`config.mk`:
```
export PLATFORM = sky130hd
export DESIGN_NAME = fifo_tx_drain
export DESIGN_NICKNAME = d
export VERILOG_FILES = /design/src/rtl/fifo_tx_drain.sv
export SDC_FILE = /design/constraint.sdc
export NUM_CORES = 1
export LEC_CHECK = 0
export ABC_CLOCK_PERIOD_IN_PS = 2700
export BUFFER_PORTS_ARGS = -buffer_cell sky130_fd_sc_hd__buf_2
export CAP_MARGIN = 20
export CORE_UTILIZATION = 52
export DETAILED_ROUTE_END_ITERATION = 8
export GPL_TIMING_DRIVEN = 0
export MAX_ROUTING_LAYER = met4
export PLACE_DENSITY = 0.9
export SKIP_LAST_GASP = 1
export SLEW_MARGIN = 30
export SYNTH_ARGS = -nofsm -noshare
export SYNTH_HDL_FRONTEND = slang
export SYNTH_SLANG_ARGS = --single-unit
```
`constraint.sdc`:
```
create_clock -name CLK -period 2.7 [get_ports CLK]
set_input_delay 0.27 -clock CLK [delete_from_list [all_inputs] [get_ports CLK]]
set_output_delay 0.27 -clock CLK [all_outputs]
set_load 0.1 [all_outputs]
```
`src/rtl/fifo_tx_drain.sv`:
```
`default_nettype none
// ============================================================================
//  Module   : fifo_tx_drain
//  Brief    : Read-domain drain for the async FIFO. Pops one word per frame,
//             presents it to the UART transmitter with a valid strobe, waits
//             for the busy handshake, applies an inter-frame gap and counts
//             the words the transmitter accepted.
//  Revision : 1.0 - initial release
// ============================================================================
module fifo_tx_drain #(
  parameter int DATA_WIDTH = 8,
  parameter int GAP_CYCLES = 2,
  parameter int CNT_WIDTH  = 8
) (
  input  logic                  CLK,
  input  logic                  RST,
  input  logic                  EN,
  input  logic                  EMPTY,
  input  logic [DATA_WIDTH-1:0] RD_DATA,
  output logic                  R_INC,
  input  logic                  TX_BUSY,
  output logic [DATA_WIDTH-1:0] TX_P_DATA,
  output logic                  TX_DATA_VALID,
  output logic [CNT_WIDTH-1:0]  SENT_CNT
);

  // Gap counter only needs to hold GAP_CYCLES; keep at least one bit so the
  // GAP_CYCLES=0 build still has a legal (unused) register.
  localparam int                    c_GAP_W    = (GAP_CYCLES > 1) ? $clog2(GAP_CYCLES + 1) : 1;
  localparam logic [c_GAP_W-1:0]    c_GAP_LOAD = c_GAP_W'(GAP_CYCLES);
  localparam logic [c_GAP_W-1:0]    c_GAP_ONE  = c_GAP_W'(1);
  localparam logic [CNT_WIDTH-1:0]  c_CNT_ONE  = CNT_WIDTH'(1);

  typedef enum logic [1:0] {
    S_IDLE    = 2'd0,
    S_PRESENT = 2'd1,
    S_BUSY    = 2'd2,
    S_GAP     = 2'd3
  } state_t;

  state_t                  r_state;
  state_t                  w_state_nxt;
  logic                    w_pop;
  logic                    w_accept;
  logic [c_GAP_W-1:0]      r_gap_cnt;
  logic [c_GAP_W-1:0]      w_gap_nxt;
  logic [DATA_WIDTH-1:0]   r_tx_p_data;
  logic                    r_tx_data_valid;
  logic [CNT_WIDTH-1:0]    r_sent_cnt;

  // State register; reset lands in IDLE without waiting for a clock edge.
  always_ff @(posedge CLK or negedge RST) begin
    if (!RST) begin
      r_state <= S_IDLE;
    end else begin
      r_state <= w_state_nxt;
    end
  end

  // Next-state, pop/accept strobes and gap counter next value.
  always_comb begin
    w_state_nxt = r_state;
    w_pop       = 1'b0;
    w_accept    = 1'b0;
    w_gap_nxt   = r_gap_cnt;
    case (r_state)
      S_IDLE: begin
        // EN and EMPTY only matter here; a busy transmitter blocks the pop.
        if (EN && !EMPTY && !TX_BUSY) begin
          w_pop       = 1'b1;
          w_state_nxt = S_PRESENT;
        end
      end
      S_PRESENT: begin
        // No timeout: the word stays presented until the transmitter takes it.
        if (TX_BUSY) begin
          w_accept    = 1'b1;
          w_state_nxt = S_BUSY;
        end
      end
      S_BUSY: begin
        if (!TX_BUSY) begin
          if (GAP_CYCLES == 0) begin
            w_state_nxt = S_IDLE;
          end else begin
            w_state_nxt = S_GAP;
            w_gap_nxt   = c_GAP_LOAD;
          end
        end
      end
      S_GAP: begin
        // Leave on the edge where the counter reaches zero.
        w_gap_nxt = r_gap_cnt - c_GAP_ONE;
        if (r_gap_cnt <= c_GAP_ONE) begin
          w_state_nxt = S_IDLE;
        end
      end
      default: begin
        w_state_nxt = S_IDLE;
      end
    endcase
  end

  // Capture data on the pop edge, drive valid, count accepted words.
  always_ff @(posedge CLK or negedge RST) begin
    if (!RST) begin
      r_tx_p_data     <= '0;
      r_tx_data_valid <= 1'b0;
      r_sent_cnt      <= '0;
      r_gap_cnt       <= '0;
    end else begin
      if (w_pop) begin
        r_tx_p_data     <= RD_DATA;
        r_tx_data_valid <= 1'b1;
      end
      if (w_accept) begin
        r_tx_data_valid <= 1'b0;
        r_sent_cnt      <= r_sent_cnt + c_CNT_ONE;
      end
      r_gap_cnt <= w_gap_nxt;
    end
  end

  // The pop request is combinational so the FIFO pointer moves on the same
  // edge that captures RD_DATA; it is forced low while reset is asserted.
  assign R_INC         = w_pop & RST;
  assign TX_P_DATA     = r_tx_p_data;
  assign TX_DATA_VALID = r_tx_data_valid;
  assign SENT_CNT      = r_sent_cnt;

endmodule
`default_nettype wire

```
# Yosys cells after proc, flatten, opt, wreduce, memory -nomap -nowiden
# Index checks and enable logic that the tools add are counted.
dict set report totals {
  reg_bits 21
  latch_bits 0
  mem_bits_rw 0
  mem_bits_ro 0
  inputBits 13
  out_inout_bits 18
  wordCells 38
  n_memories 0
}
dict set report op_classes {
  n_addsub 2
  n_mul 0
  n_div 0
  magnitude_cmp 1
  eq_ne 7
  shifts 0
  muxes 13
  bitwise_logic 1
  reduce_logical 9
}
# cell n
set ops {}
lappend ops {{$mux 2} 5}
lappend ops {{$add 8x1->8 const B} 1}
lappend ops {{$ne 2x2->1 const B} 4}
lappend ops {{$pmux 2 s4} 1}
lappend ops {{$mux 1} 6}
lappend ops {{$eq 2x2->1 const B} 2}
lappend ops {{$pmux 2 s2} 1}
lappend ops {{$reduce_and 4->1} 1}
lappend ops {{$reduce_bool 2->1} 2}
lappend ops {{$eq 2x1->1 const B} 1}
lappend ops {{$le 2x1->1 const B} 1}
lappend ops {{$logic_and 1x1->1} 2}
lappend ops {{$logic_not 1->1} 2}
lappend ops {{$logic_not 2->1} 1}
lappend ops {{$reduce_and 2->1} 1}
lappend ops {{$sub 2x1->2 const B} 1}
lappend ops {{$and 1x1->1} 1}

# Depth between registers and ports, before layout
# Gate-level depths: netlist of the first run.
dict set report logic_depth {
  ltp_word 7
  mapped_depth 5
  depth_no_buf 5
}

# Worst setup path after synthesis of the first run
# No wires, ideal clock.
dict set report synth_timing {
  path_type {register to output}
  from {register r_state[0]}
  to {output port R_INC}
  t_arrival_ns 1.709
  setup_slack_ns 0.721
  path_stages_with_launch 6
  path_buffers 0
  path_cell_list {dfrtp_1 -> inv_1 -> ha_1 -> inv_1 -> nor2_8 -> and2_1}
}
dict set report synth_between {
  elab_chain_len 3
}
# element line
set synth_rtl {}
lappend synth_rtl {{from (decl)} 41} ;# state_t r_state;
lappend synth_rtl {{from (signal assigned)} 56} ;# r_state <= w_state_nxt;
lappend synth_rtl {{$logic_not 2->1} 66} ;# case (r_state)
lappend synth_rtl {{$mux 1} 66}
lappend synth_rtl {{$and 1x1->1} 126} ;# assign R_INC = w_pop & RST;
lappend synth_rtl {{to (decl)} 20} ;# output logic R_INC,
# No other way between the ends.

# Worst setup path in the final report of the first run
# Ends and elaborated chain as after synthesis.

==> results.yml, run 1 <==
outcome:
  status: "completed"
worst_setup_path:
  cp-startpoint: "r_state[0]"
  crit_path_frequent_cell: "inv_1"
  slowest_delay_ns: 0.43
  cp_cell_sequence: "inv_1 > ha_1 > inv_1 > nor2_8 > and2_1 > buf_2"
  slowest_stage: "dfrtp_1"
  critPathKind: "flop to output port"
  crit_path_end_kind: "output port"
  cpLargestDelayFamily: "buffers and inverters"
  endpoint: "R_INC"
  r2r-start: "r_state[0]"
  cp-start-kind: "flop"
  cp_max_fo: 10
  worst-path-buf-inv: 3
  arrival_ns: 1.92
  cp.required_ns: 2.43
  rr_endpoint: "r_state[1]"
  cp.depth: 6
  r2r_cells: 5
  r2r_slack_ns: 0.96
routing:
  postRouteWirelength_um: 1694
  drc: 0
  drtIter0Drc: 4
  routedWlPerCell_um: 12.64
  dr.pass1.iters: 4
  vias: 695
  via_per_inst: 5.187
  ant_nets: 0
grt:
  grt_use_total: 0.1909
  antenna_found_initial: 0
  grt_pass1_wl_um: 2546
  grt_pass1_vias: 620
  grt_max_degree: 23
  grt_overflow_total: 0
sta:
  period_needed_ns: 2.191
  worstMarginPinSlew_ns: 0.4957
  skew_ns: 0.003230
  tns_ns: 0
  max-slew-margin-rel: 0.6718
  finalSetupViolations: 0
  drv_slew: 0
  hold_violations: 0
  max_freq_mhz: 456.3
  period_share: 0.8116
  rsz0062_at_grt: "false"
cts:
  cts.clk_slew.worst_paths_ns: 0.11
  clockBufferDepth: 2
  numCtsBuffers: 3
  clock_sinks: 21
  postCtsSetupBuffers: 0
  cts_root_buf: "clkbuf_4"
  clock_latency_ns: 0.29
  cts_tree: "done"
  htreeDepth: 1
yosys:
  yosysSeqAreaShare: 0.5378
  yosys.cell_types.count: 22
  syn_area_um2: 977.2
  yosysTopAreaCellShare: 0.5378
  ys_ff_latch: 21
  synth_area_leaders: "dfrtp_1, ha_1, mux2_2"
  syn-num-nets: 93
  yosys_warnings: 0
  synth_largest_area_cell: "dfrtp_1"
  syn_area_per_cell_um2: 13.21
  postSynthCellCount: 74
final_layout:
  multi_input_area_um2: 436.7
  syn_to_final_growth_pct: 22.28
  n_antenna_cell: 0
  nets: 129
  n_fill_cell: 129
  regArea_um2: 525.5
  drive_above_1_share: 0.4037
place:
  place_hpwl_um: 1321
  port_buffers: 30
  gp_congestion: 0.7610
floorplanning:
  num_rows: 15
  core_um2: 1745
  initial_core_util: 0.5599
  pin_count: 31
  die_w_um: 45.35
  dieArea_um2: 2057
  die_h_um: 45.35
job:
  drv_cap: 0
worst_hold_path:
  hold_class: "input pin to flop"
  holdPathStages: 2
==> area by class of cell <==
| class | instances | area share |
|---|---|---|
| clock buffer | 4 | 0.02199 |
| tap | 25 | 0.02618 |
| multi-input combinational | 49 | 0.3654 |
| inverter | 4 | 0.01257 |
| sequential | 21 | 0.4398 |
| timing repair buffer | 31 | 0.1340 |
==> what timing repair did <==
item | in CTS | in global routing
hold endpoints to repair | 21 | 0
gates resized for setup | 0 | 0
hold buffers | 1 | 0
==> through the flow <==
stage / area (um2) / cells / util / hold slack, ns / setup WS [ns]
2_1_floorplan: 977.2 / 74 / - / -0.02559 / 0.7207
3_3_place_gp: 1159 / 129 / 0.6638 / 0.2441 / 0.8756
3_5_place_dp: 1159 / 129 / 0.6638 / 0.2449 / 0.8412
4_1_cts: 1195 / 134 / 0.6846 / 0.1866 / 0.5023
5_1_grt: 1195 / 134 / 0.6846 / 0.1837 / 0.3996
6_report: 1195 / 134 / 0.6846 / 0.1904 / 0.5087
==> placed cells by master, fill, tap and decap left out, drive strengths merged, types with 2 or more instances in the layout <==
cell	n
and2	2
xnor2	7
a21oi	2
clkbuf	4
dfrtp	21
nand2	5
inv	4
nand4	4
mux2	11
nor2	3
ha	6
buf	30
==> layer usage <==
metal  global-route usage  part of all wire
met1               0.2094              0.43
met2               0.3130              0.49
met3              0.03600             0.047
met4               0.1273             0.028
met5                    -                 0
==> synth_stat cells <==
master and number:
ha_1 6, and4_2 1, nor2_8 1, xnor2_1 7
o21a_1 1, and2_1 1, nor2_1 2, and2_2 1
dfrtp_1 21, a211oi_2 1, o22a_1 1, nand2_1 5
mux2_1 5, a2bb2oi_1 1, a21o_1 1, inv_1 4
or3b_4 1, a21oi_1 2, and3_1 1, mux2_2 6
nand4_1 4, and3b_1 1
==> state kept, by name, summed over array words and instances, names as in the netlist <==
signal and flops:
SENT_CNT 8, TX_DATA_VALID 1, TX_P_DATA 8, r_gap_cnt 2
r_state 2
==> worst min-delay path by stage <==
stage                    to  slack, ns       start
6_report       TX_P_DATA[6]       0.19  RD_DATA[6]
5_1_grt        TX_P_DATA[3]       0.18  RD_DATA[3]
4_1_cts        TX_P_DATA[6]       0.19  RD_DATA[6]
3_5_place_dp    SENT_CNT[4]       0.24         RST
3_3_place_gp    SENT_CNT[7]       0.24         RST
2_1_floorplan   SENT_CNT[0]      -0.03         RST
==> logic make-up after synthesis <==
group | Yosys count | share of synthesized area
compound gates | 7 | 0.05635
xor+xnor | 7 | 0.06274
fa+ha+maj | 6 | 0.07682
buf+inv | 4 | 0.01536
flops | 21 | 0.5378
mux | 11 | 0.1268
simple gates | 18 | 0.1242
Power of run 1 is left out: the tool's default activity adds up to more than one toggle a clock period on the data nets, which glitch-free logic cannot reach.
==> run 2, diff against run 1 <==
--- a/config.mk
+++ b/config.mk
@@ -5,14 +5,14 @@
 export SDC_FILE = /design/constraint.sdc
 export NUM_CORES = 1
 export LEC_CHECK = 0
-export ABC_CLOCK_PERIOD_IN_PS = 2700
+export ABC_CLOCK_PERIOD_IN_PS = 1800
 export BUFFER_PORTS_ARGS = -buffer_cell sky130_fd_sc_hd__buf_2
 export CAP_MARGIN = 20
-export CORE_UTILIZATION = 52
+export CORE_UTILIZATION = 44
 export DETAILED_ROUTE_END_ITERATION = 8
 export GPL_TIMING_DRIVEN = 0
 export MAX_ROUTING_LAYER = met4
-export PLACE_DENSITY = 0.9
+export PLACE_DENSITY = 0.82
 export SKIP_LAST_GASP = 1
 export SLEW_MARGIN = 30
 export SYNTH_ARGS = -nofsm -noshare
==> constraint.sdc (replaced) <==
create_clock -name CLK -period 1.8 [get_ports CLK]
set_input_delay 0.18 -clock CLK [delete_from_list [all_inputs] [get_ports CLK]]
set_output_delay 0.18 -clock CLK [all_outputs]
set_load 0.1 [all_outputs]
==> results.yml, run 2 (synthesis results as in run 1) <==
sta:
  worstMarginPinSlew_ns: 0.4919
  rsz0062_at_grt: "true"
  hold_violations: 0
  skew_ns: 0.002076
  finalSetupViolations: 0
  drv_slew: 0
  max_freq_mhz: 564.3
  period_share: 0.9845
  period_needed_ns: 1.772
  max-slew-margin-rel: 0.6743
grt:
  grt_use_total: 0.1670
  grt_overflow_total: 0
  grt_pass1_vias: 659
  grt_pass1_wl_um: 2822
  antenna_found_initial: 0
  grt_max_degree: 23
routing:
  vias: 686
  via_per_inst: 4.935
  drtIter0Drc: 2
  routedWlPerCell_um: 12.47
  dr.pass1.iters: 3
  ant_nets: 0
  postRouteWirelength_um: 1734
  drc: 0
cts:
  cts_tree: "done"
  clockBufferDepth: 2
  cts.clk_slew.worst_paths_ns: 0.12
  htreeDepth: 1
  clock_sinks: 21
  numCtsBuffers: 3
  clock_latency_ns: 0.31
  cts_root_buf: "clkbuf_4"
worst_setup_path:
  cp_cell_sequence: "inv_1 > ha_2 > inv_1 > nor2_8 > and2_2 > buf_12"
  r2r-start: "r_state[0]"
  r2r_cells: 5
  arrival_ns: 1.59
  crit_path_end_kind: "output port"
  cp-start-kind: "flop"
  crit_path_frequent_cell: "inv_1"
  cp_max_fo: 4
  slowest_stage: "dfrtp_1"
  cp-startpoint: "r_state[0]"
  critPathKind: "flop to output port"
  slowest_delay_ns: 0.43
  cp.required_ns: 1.62
worst_hold_path:
  holdPathStages: 2
  min_from: "RD_DATA[5]"
  hold_class: "input pin to flop"
final_layout:
  final_common_cell: "buf_2"
  drive_above_1_share: 0.4554
  layout_common_cells: "buf_2, dfrtp_1, xnor2_1, mux2_2"
  syn_to_final_growth_pct: 27.27
  nets: 132
  n_antenna_cell: 0
  fin_cells: 139
floorplanning:
  core_um2: 2022
  initial_core_util: 0.4833
  die_w_um: 49.13
  die_h_um: 49.13
  dieArea_um2: 2413
  pin_count: 31
  num_rows: 16
job:
  drv_cap: 0
place:
  gp_congestion: 0.7924
  place_hpwl_um: 1272
  port_buffers: 30
  dpl.cell_count: 131
outcome:
  status: "completed"
## run 2: path summary, 6_finish.rpt
path / endpoint / slack (ns)
min reg2reg: SENT_CNT[7] / 0.48
min: TX_P_DATA[5] / 0.07
max reg2reg: r_state[1] / 0.06
max: R_INC / 0.03
max in group asynchronous: SENT_CNT[2] / 1.25
min in group asynchronous: SENT_CNT[7] / 0.30
## run 2: layer usage
metal	GRT usage	part of all wire
met2	0.2922	0.52
met5	-	0
met3	0.03427	0.058
met4	0.1176	0.027
met1	0.1627	0.40
## run 2: layout make-up
type	count	area (um2)
clock buffers	3	22.52
repair buffers	34	200.2
well taps	27	33.78
fillers	180	778.2
multi-input cells	49	440.4
flip-flops and latches	21	526.8
clock inverters	1	5.005
inverters	4	15.01
## run 2: critical path: cells and delay by family (launching register included)
| kind | cells | cell delay [ns] |
|---|---|---|
| flops | 1 | 0.43 |
| buf+inv | 3 | 0.38 |
| fa+ha+maj | 1 | 0.21 |
| simple gates | 2 | 0.27 |
## run 2: what timing repair did
item | CTS | global route
gates resized for setup | 4 | 2
buffers inserted | 1 | 2
hold endpoints to repair | 21 | 0
pin swaps | 1 | 1
hold buffers | 1 | 0
endpoints found under the setup margin | 1 | 2
## run 2: per-stage QoR
stage / worst slack, ns / TNS, ns / util / hold slack (ns) / instance area (um2)
2_1_floorplan: 0.009603 / 0 / - / -0.1156 / 979.7
3_3_place_gp: 0.05777 / 0 / 0.5755 / 0.1542 / 1164
3_5_place_dp: 0.02350 / 0 / 0.5755 / 0.1644 / 1164
6_report: 0.02789 / 0 / 0.6151 / 0.07418 / 1244
4_1_cts: 0.008358 / 0 / 0.6052 / 0.06982 / 1224
5_1_grt: -0.03280 / -0.03280 / 0.6151 / 0.06974 / 1244
Power of run 2 is left out for the same reason.
